<file path="config.mk">
export PLATFORM = sky130hd
export DESIGN_NAME = serial_addsub_flat
export DESIGN_NICKNAME = d
export VERILOG_FILES = /design/src/rtl/serial_addsub_pkg.sv /design/src/rtl/serial_addsub_if.sv /design/src/rtl/serial_addsub_fa.sv /design/src/rtl/serial_addsub.sv /design/src/flat_wrapper.sv
export SDC_FILE = /design/constraint.sdc
export NUM_CORES = 1
export LEC_CHECK = 0
export ABC_AREA = 1
export ABC_CLOCK_PERIOD_IN_PS = 1700
export BUFFER_PORTS_ARGS = -buffer_cell sky130_fd_sc_hd__buf_2
export CAP_MARGIN = 10
export CORE_MARGIN = 5
export CORE_UTILIZATION = 30
export DETAILED_ROUTE_END_ITERATION = 7
export PLACE_DENSITY = 0.47
export SYNTH_ARGS = -nofsm -noshare
export SYNTH_HDL_FRONTEND = slang
export SYNTH_HIERARCHICAL = 1
export SYNTH_SLANG_ARGS = --single-unit
</file>
<file path="constraint.sdc">
create_clock -name clk -period 1.7 [get_ports clk]
set_clock_uncertainty 0.1 [all_clocks]
set_input_delay 0.34 -clock clk [delete_from_list [all_inputs] [get_ports clk]]
set_output_delay 0.34 -clock clk [all_outputs]
set_load 0.01 [all_outputs]
</file>
<file path="src/rtl/serial_addsub_pkg.sv">
// Shared definitions for the bit-serial adder/subtractor: FSM state
// encodings and the sizing helper for the bit counter.
package serial_addsub_pkg;

    typedef enum logic [1:0] {
        ST_IDLE = 2'd0,
        ST_RUN  = 2'd1,
        ST_FIN  = 2'd2
    } state_t;

    // Bit counter width; WIDTH >= 2 so $clog2 never collapses to zero.
    function automatic int cnt_width(input int width);
        return (width > 1) ? $clog2(width) : 1;
    endfunction

endpackage

</file>
<file path="src/rtl/serial_addsub_if.sv">
// Request/response bundle of the serial adder: operands and mode go in
// with start, busy/done and the final result come back.
interface serial_addsub_if #(
    parameter int WIDTH = 8
) ();
    logic             start;
    logic             sub;
    logic [WIDTH-1:0] a;
    logic [WIDTH-1:0] b;
    logic             busy;
    logic             done;
    logic [WIDTH-1:0] result;
    logic             cout;
    logic             overflow;

    // Requester side
    modport master (
        output start, sub, a, b,
        input  busy, done, result, cout, overflow
    );

    // Arithmetic unit side
    modport slave (
        input  start, sub, a, b,
        output busy, done, result, cout, overflow
    );
endinterface

</file>
<file path="src/rtl/serial_addsub_fa.sv">
// One-bit full adder cell: the only arithmetic in the serial unit.
module serial_addsub_fa (
    input  logic a_i,
    input  logic b_i,
    input  logic cin_i,
    output logic s_o,
    output logic cout_o
);
    assign s_o    = a_i ^ b_i ^ cin_i;
    assign cout_o = (a_i & b_i) | (a_i & cin_i) | (b_i & cin_i);
endmodule

</file>
<file path="src/rtl/serial_addsub.sv">
// Bit-serial adder/subtractor. Operands are shifted LSB-first through a
// single full-adder cell with a carry flop; subtraction is A + ~B + 1, the
// +1 coming from preloading the carry with the sub flag.
module serial_addsub
    import serial_addsub_pkg::*;
#(
    parameter int WIDTH = 8
) (
    input  logic           clk,
    input  logic           rst_n,
    serial_addsub_if.slave bus
);
    localparam int                CNT_W    = cnt_width(WIDTH);
    localparam logic [CNT_W-1:0]  CNT_LAST = CNT_W'(WIDTH - 1);

    state_t             state_q;
    logic [WIDTH-1:0]   sha_q;
    logic [WIDTH-1:0]   shb_q;
    logic [WIDTH-1:0]   result_q;
    logic [CNT_W-1:0]   cnt_q;
    logic               carry_q;
    logic               c_msb_q;   // carry into the MSB slice, for overflow
    logic               busy_q;
    logic               done_q;
    logic               cout_q;
    logic               ovf_q;

    logic               sum_d;
    logic               carry_d;

    // Bit slice: current LSBs of both shift registers plus the carry flop.
    serial_addsub_fa u_fa (
        .a_i    (sha_q[0]),
        .b_i    (shb_q[0]),
        .cin_i  (carry_q),
        .s_o    (sum_d),
        .cout_o (carry_d)
    );

    // Control FSM with datapath registers; all outputs are registered.
    always_ff @(posedge clk or negedge rst_n) begin
        if (!rst_n) begin
            state_q  <= ST_IDLE;
            sha_q    <= '0;
            shb_q    <= '0;
            result_q <= '0;
            cnt_q    <= '0;
            carry_q  <= 1'b0;
            c_msb_q  <= 1'b0;
            busy_q   <= 1'b0;
            done_q   <= 1'b0;
            cout_q   <= 1'b0;
            ovf_q    <= 1'b0;
        end else begin
            done_q <= 1'b0;
            case (state_q)
                ST_IDLE: begin
                    // Operands are captured here only; later input changes
                    // cannot disturb a running operation.
                    if (bus.start) begin
                        sha_q   <= bus.a;
                        shb_q   <= bus.sub ? ~bus.b : bus.b;
                        carry_q <= bus.sub;
                        cnt_q   <= '0;
                        busy_q  <= 1'b1;
                        state_q <= ST_RUN;
                    end
                end
                ST_RUN: begin
                    result_q <= {sum_d, result_q[WIDTH-1:1]};
                    sha_q    <= sha_q >> 1;
                    shb_q    <= shb_q >> 1;
                    carry_q  <= carry_d;
                    cnt_q    <= cnt_q + CNT_W'(1);
                    if (cnt_q == CNT_LAST) begin
                        c_msb_q <= carry_q;
                        busy_q  <= 1'b0;
                        state_q <= ST_FIN;
                    end
                end
                ST_FIN: begin
                    // Signed overflow: carry into MSB differs from carry out.
                    done_q  <= 1'b1;
                    cout_q  <= carry_q;
                    ovf_q   <= c_msb_q ^ carry_q;
                    state_q <= ST_IDLE;
                end
                default: state_q <= ST_IDLE;
            endcase
        end
    end

    assign bus.busy     = busy_q;
    assign bus.done     = done_q;
    assign bus.result   = result_q;
    assign bus.cout     = cout_q;
    assign bus.overflow = ovf_q;

endmodule

</file>
<file path="src/flat_wrapper.sv">
// flat-port wrapper written by rule: the top's interface ports become plain ports
module serial_addsub_flat import serial_addsub_pkg::*;
#(
    parameter int WIDTH = 8
)
  (clk, rst_n, bus_start, bus_sub, bus_a, bus_b, bus_busy, bus_done, bus_result, bus_cout, bus_overflow);
  serial_addsub_if #(.WIDTH(WIDTH)) bus_i ();
  input  logic clk;
  input  logic rst_n;
  input wire logic [$bits(bus_i.start)-1:0] bus_start;
  input wire logic [$bits(bus_i.sub)-1:0] bus_sub;
  input wire logic [$bits(bus_i.a)-1:0] bus_a;
  input wire logic [$bits(bus_i.b)-1:0] bus_b;
  output wire logic [$bits(bus_i.busy)-1:0] bus_busy;
  output wire logic [$bits(bus_i.done)-1:0] bus_done;
  output wire logic [$bits(bus_i.result)-1:0] bus_result;
  output wire logic [$bits(bus_i.cout)-1:0] bus_cout;
  output wire logic [$bits(bus_i.overflow)-1:0] bus_overflow;
  assign bus_i.start = bus_start;
  assign bus_i.sub = bus_sub;
  assign bus_i.a = bus_a;
  assign bus_i.b = bus_b;
  assign bus_busy = bus_i.busy;
  assign bus_done = bus_i.done;
  assign bus_result = bus_i.result;
  assign bus_cout = bus_i.cout;
  assign bus_overflow = bus_i.overflow;
  serial_addsub #(.WIDTH(WIDTH)) u_core (.clk(clk), .rst_n(rst_n), .bus(bus_i));
endmodule
</file>
==> Word-level counts from Yosys, hierarchy flattened <==
Index checks and enable logic that the tools add are counted.
W data, S select, Z words.
{ "word_totals": {"in_bits": 20, "register_bits": 35, "output_inout_bits": 12, "elab_cells": 48} }
{ "classes": {"muxes": 16, "bitwise": 9, "reduce_logical": 6, "addsub": 1, "eq_ne": 5} }
{ "op_table": {"columns": ["cell", "n"], "rows": [
  ["$pmux W8 S2", 2],
  ["$mux W8", 3],
  ["$not A8 Y8", 1],
  ["$pmux W3 S2", 1],
  ["$reduce_and A2 Y1", 3],
  ["$mux W1", 4],
  ["$mux W2", 2],
  ["$pmux W1 S2", 2],
  ["$pmux W2 S2", 1],
  ["$add A3 B1 Y3 const B", 1],
  ["$and A1 B1 Y1", 3],
  ["$eq A3 B3 Y1 const B", 1],
  ["$mux W3", 1],
  ["$reduce_and A3 Y1", 1],
  ["$xor A1 B1 Y1", 3],
  ["$eq A2 B1 Y1 const B", 1],
  ["$eq A2 B2 Y1 const B", 1],
  ["$logic_not A2 Y1", 1],
  ["$ne A2 B1 Y1 const B", 1],
  ["$ne A2 B2 Y1 const B", 1],
  ["$or A1 B1 Y1", 2],
  ["$reduce_bool A2 Y1", 1]
]} }

==> Longest topological paths before layout <==
{ "depth": {"word_depth": 4, "ltp_mapped": 7, "ltp_nobuf": 6} }

==> Hierarchy <==
The synthesis kept the hierarchy.
{ "by_module_without_submodules": {"columns": ["module", "cells_each", "area_per_inst_um2", "seq_area_each_um2", "n_inst"], "rows": [
  ["serial_addsub", 206, 1620.3, 875.8, 1],
  ["serial_addsub_fa", 1, 20.0, 0.0, 1]
]} }

==> Worst setup path before layout <==
OpenSTA, ideal clock, no wires.
{ "synth_timing": {"path_kind": "reg2reg", "startpoint": "register u_core.sha_q[0]", "endpoint": "register u_core.result_q[7] (netlist: u_core/bus.result[7])", "synth_period_minus_slack_ps": 1159, "slack_ps": 541, "required_ps": 1483, "n_path_buf": 0, "setup_ps": 117, "arrival_time_ps": 942, "path_stages_with_launch": 4, "cell_sequence": "dfrtp_1 -> fa_1 -> nand2_1 -> nand2_1"} }
{ "synth_between": {"elab_chain_len": 2} }
{ "synth_rtl": {"columns": ["element", "line_no", "source"], "rows": [
  ["from (decl)", "serial_addsub.sv:17", "logic [WIDTH-1:0] sha_q;"],
  ["from (signal assigned)", "serial_addsub.sv:61", "sha_q <= bus.a;"],
  ["from (signal assigned)", "serial_addsub.sv:71", "sha_q <= sha_q >> 1;"],
  ["$xor A1 B1 Y1 (2 in a row)", "serial_addsub_fa.sv:9", "assign s_o = a_i ^ b_i ^ cin_i;"],
  ["named net u_core.sum_d", "serial_addsub.sv:28", "logic sum_d;"],
  ["to (signal assigned)", "serial_addsub.sv:70", "result_q <= {sum_d, result_q[WIDTH-1:1]};"],
  ["to (decl)", "serial_addsub.sv:19", "logic [WIDTH-1:0] result_q;"]
]} }
The timed path passes the listed nets, and every way through them passes these cells.
A chain may end at the register's enable or synchronous reset.

==> Final worst setup path <==
{ "layout_timing": {"startpoint": "register u_core.state_q[1]", "endpoint": "register u_core.result_q[1] (netlist: u_core/bus.result[1])"} }
{ "layout_between": {"elab_chain_len": 1} }
{ "layout_rtl": {"columns": ["element", "line_no", "source"], "rows": [
  ["from (decl)", "serial_addsub.sv:16", "state_t state_q;"],
  ["from (signal assigned)", "serial_addsub.sv:43", "state_q <= ST_IDLE;"],
  ["from (signal assigned)", "serial_addsub.sv:66", "state_q <= ST_RUN;"],
  ["from (signal assigned)", "serial_addsub.sv:78", "state_q <= ST_FIN;"],
  ["$eq A2 B1 Y1", "serial_addsub.sv:56", "case (state_q)"]
]} }
No other way between the ends.

==> run_results.csv <==
group,metric,value,unit
run_status,status,"finished clean",
setup_path,crit_path_start,"u_core/state_q[1]$_DFFE_PN0P_",
timing,hold_slack,170.5,ps
synth,yosys_warnings,6,
timing,setup_ws,343.4,ps
clocking,cts_buffers,5,
timing,min_period_over_period,79.80,%
setup_path,crit_family,"buffers and inverters",
global_routing,grt_use_total,10.82,%
timing,slew_headroom,69.49,%
floorplan,die_w,83.95,µm
timing,rsz0062_at_grt,"no",
synth,yosysSeqAreaShare,53.39,%
placed_design,place_ws,335.5,ps
setup_path,crit_end,"u_core/bus.result[1]$_DFFE_PN0N_",
global_routing,use_met3,3.455,%
routing,drt_iter0_drc,51,
global_routing,top_usage_layer,"met2",
floorplan,die_area,0.007047,mm²
timing,maxSlewViolCount,0,
finish,drive_gt1_share,19.92,%
timing,layout_min_cycle_time,1357,ps
finish,num_antenna_cells,0,
pwr,p_total,0.003580,W
clocking,clock_latency,290,ps
synth,post_synth.cell_area_avg,7.924,µm²
clocking,path_clk_slew,70,ps
routing,wl_per_cell,10.74,µm
finish,nets,268,
timing,final.setup.tns,0,ps
synth,synthArstFlopShare,100.0,%
pwr,power.leakage,1.113,nW
placed_design,io_buffers,31,
setup_path,endpoint_kind,"flip-flop",
synth,ys.flop_type,"dfrtp_1",
setup_path,crit_type,"flip-flop to flip-flop",
routing,routed_via_density,4.145,
setup_path,crit_path_top_delay_cell,"dfrtp_1",
global_routing,met2_usage,15.69,%
routing,via_count,1318,
floorplan,core,0.005405,mm²
pwr,power_density,1766,mW/mm²
synth,synthCells,207,
setup_path,crit_chain,"inv_1 > nand2_2 > buf_4 > buf_4 > nand2_1 > o21ai_0",
clocking,cts_tree,"built",
routing,wirelength,3.415,mm
min_path,holdCritPathClass,"input pin to flip-flop",
setup_path,cp_max_fo,10,
floorplan,dieHeight,83.95,µm
global_routing,grt_pass1_wl,6.141,mm
synth,netlist_area,0.001640,mm²
setup_path,timing.rr.end,"u_core/bus.result[1]$_DFFE_PN0N_",
setup_path,worst_path_largest_cell_delay,380,ps
synth,synth.distinct_cells,19,
routing,ant_nets,0,
placed_design,globalplace.congestion,0.7261,
global_routing,gr-usage-met1,14.67,%
global_routing,grt_pass1_vias,1264,
setup_path,rr_worst_depth,6,
clocking,root_buffer,"clkbuf_8",
clocking,htreeDepth,2,
setup_path,crit_top_cell,"buf_4",
finish,final_common_cell,"nand2_1",
global_routing,grt_max_degree,36,
floorplan,initial_core_util,30.35,%
setup_path,r2r_start,"u_core/state_q[1]$_DFFE_PN0P_",
finish,area_delta_synth_final,23.57,%
placed_design,hpwl,2.461,mm
clocking,postCtsSetupRepairBufs,0,
timing,finalHoldViolations,0,
pwr,ir_worst_vdd,0.4833,mV
setup_path,path_depth,6,
timing,worst_pin_slew,457.7,ps
global_routing,antenna_found_initial,0,
routing,drt_pass1_iterations,4,
timing,clock.fmax,0.7371,GHz
synth,yosys_register_bits,35,
timing,finalSetupViolations,0,
setup_path,r2r_setup_slack,340,ps
setup_path,arrival,1420,ps
synth,syn-num-nets,230,
finish,final_cell_mix,"88 x nand2_1, 35 x dfrtp_1, 31 x buf_2, 22 x inv_1, 17 x nor2_1",
setup_path,cp.required,1770,ps
floorplan,ios,32,
setup_path,startpoint_type,"flip-flop",
routing,drc,0,
global_routing,grt_overflow,0,
run,maxCapViolCount,0,
clocking,clock_sinks,35,
synth,synth_edf_count,0,
clocking,cts_buffer_depth,2,
setup_path,crit_buf_inv,3,
floorplan,rows,27,
## cells in the mapped netlist, types with 2 or more instances
master	instances	area, µm²
o21ai_0	12	60.06
nand2_1	88	330.3
ha_1	2	25.02
nor2_1	17	63.81
inv_1	22	82.58
xor2_1	2	17.52
buf_2	4	20.02
o21ai_1	3	15.01
nand3_1	12	60.06
dfrtp_1	35	875.8
nand2_2	2	12.51
## stage by stage
step	cell area, µm²	std cells	utilization, %
global placement	1899	309	35.14
detailed placement	1899	309	35.14
CTS	2027	318	37.50
global route	2027	318	37.50
finish	2027	318	37.50
floorplan	1640	207	-
## kinds of logic (layout without fill, tap and decap cells)
| logic type | after synthesis | after routing | synth area share, % |
|---|---|---|---|
| AND/OR/NAND/NOR | 119 | 119 | 28.45 |
| buffers and inverters | 30 | 69 | 7.933 |
| XOR/XNOR | 3 | 3 | 1.602 |
| adder cells (fa/ha/maj) | 3 | 3 | 2.746 |
| AO/OA/AOI/OAI | 17 | 17 | 5.873 |
| flip-flops | 35 | 35 | 53.39 |
## sequential cells by signal (all words and copies together) (netlist names)
register	count
u_core/bus.busy	1
u_core/bus.cout	1
u_core/bus.done	1
u_core/bus.overflow	1
u_core/bus.result	8
u_core/c_msb_q	1
u_core/carry_q	1
u_core/cnt_q	3
u_core/sha_q	8
u_core/shb_q	8
u_core/state_q	2
## how the worst min path moves through the flow
stage,startpoint,slack (ps),end,cells after the start
global route,bus_a[7],180,u_core/sha_q[7]$_DFFE_PN0P_,3
CTS,bus_a[1],170,u_core/sha_q[1]$_DFFE_PN0P_,3
floorplan,rst_n,-60,u_core/bus.busy$_DFFE_PN0P_,0
global placement,rst_n,310,u_core/sha_q[5]$_DFFE_PN0P_,2
detailed placement,rst_n,310,u_core/sha_q[5]$_DFFE_PN0P_,2
finish,bus_a[0],170,u_core/sha_q[0]$_DFFE_PN0P_,3
## routing by layer
layer | vias to the layer above | share of wire (%)
met2 | 28 | 44
met5 | - | 0
met3 | 5 | 4.5
met4 | 0 | 1.6
li1 | 698 | -
met1 | 587 | 50
## final cells by class
class	count	area (µm²)
Fill cell	595	3378
Timing Repair Buffer	38	222.7
Clock buffer	6	82.58
Inverter	23	86.33
Clock inverter	2	35.03
Sequential cell	35	875.8
Multi-Input combinational cell	142	634.4
Tap cell	72	90.09
## worst register-to-register path, stage by stage, from the launching register on
cell and delay, ps:
dfrtp_1 380, inv_1 130, nand2_2 160, buf_4 200
buf_4 160, nand2_1 50, o21ai_0 70
## timing repair
action | in CTS | in global routing
hold endpoints to repair | 20 | 0
resized for setup | 0 | 0
hold buffers | 1 | 0
## power by group
| group | switching (W) | internal (W) | leakage [nW] | total [W] |
|---|---|---|---|---|
| Combinational | 0.000789 | 0.000566 | 0.617 | 0.00135 |
| Sequential | 0.000239 | 0.00121 | 0.434 | 0.00145 |
| Clock | 0.000299 | 0.000474 | 0.0612 | 0.000773 |
| Total | 0.00133 | 0.00225 | 1.11 | 0.00358 |
(Power assumes the default switching activity.)
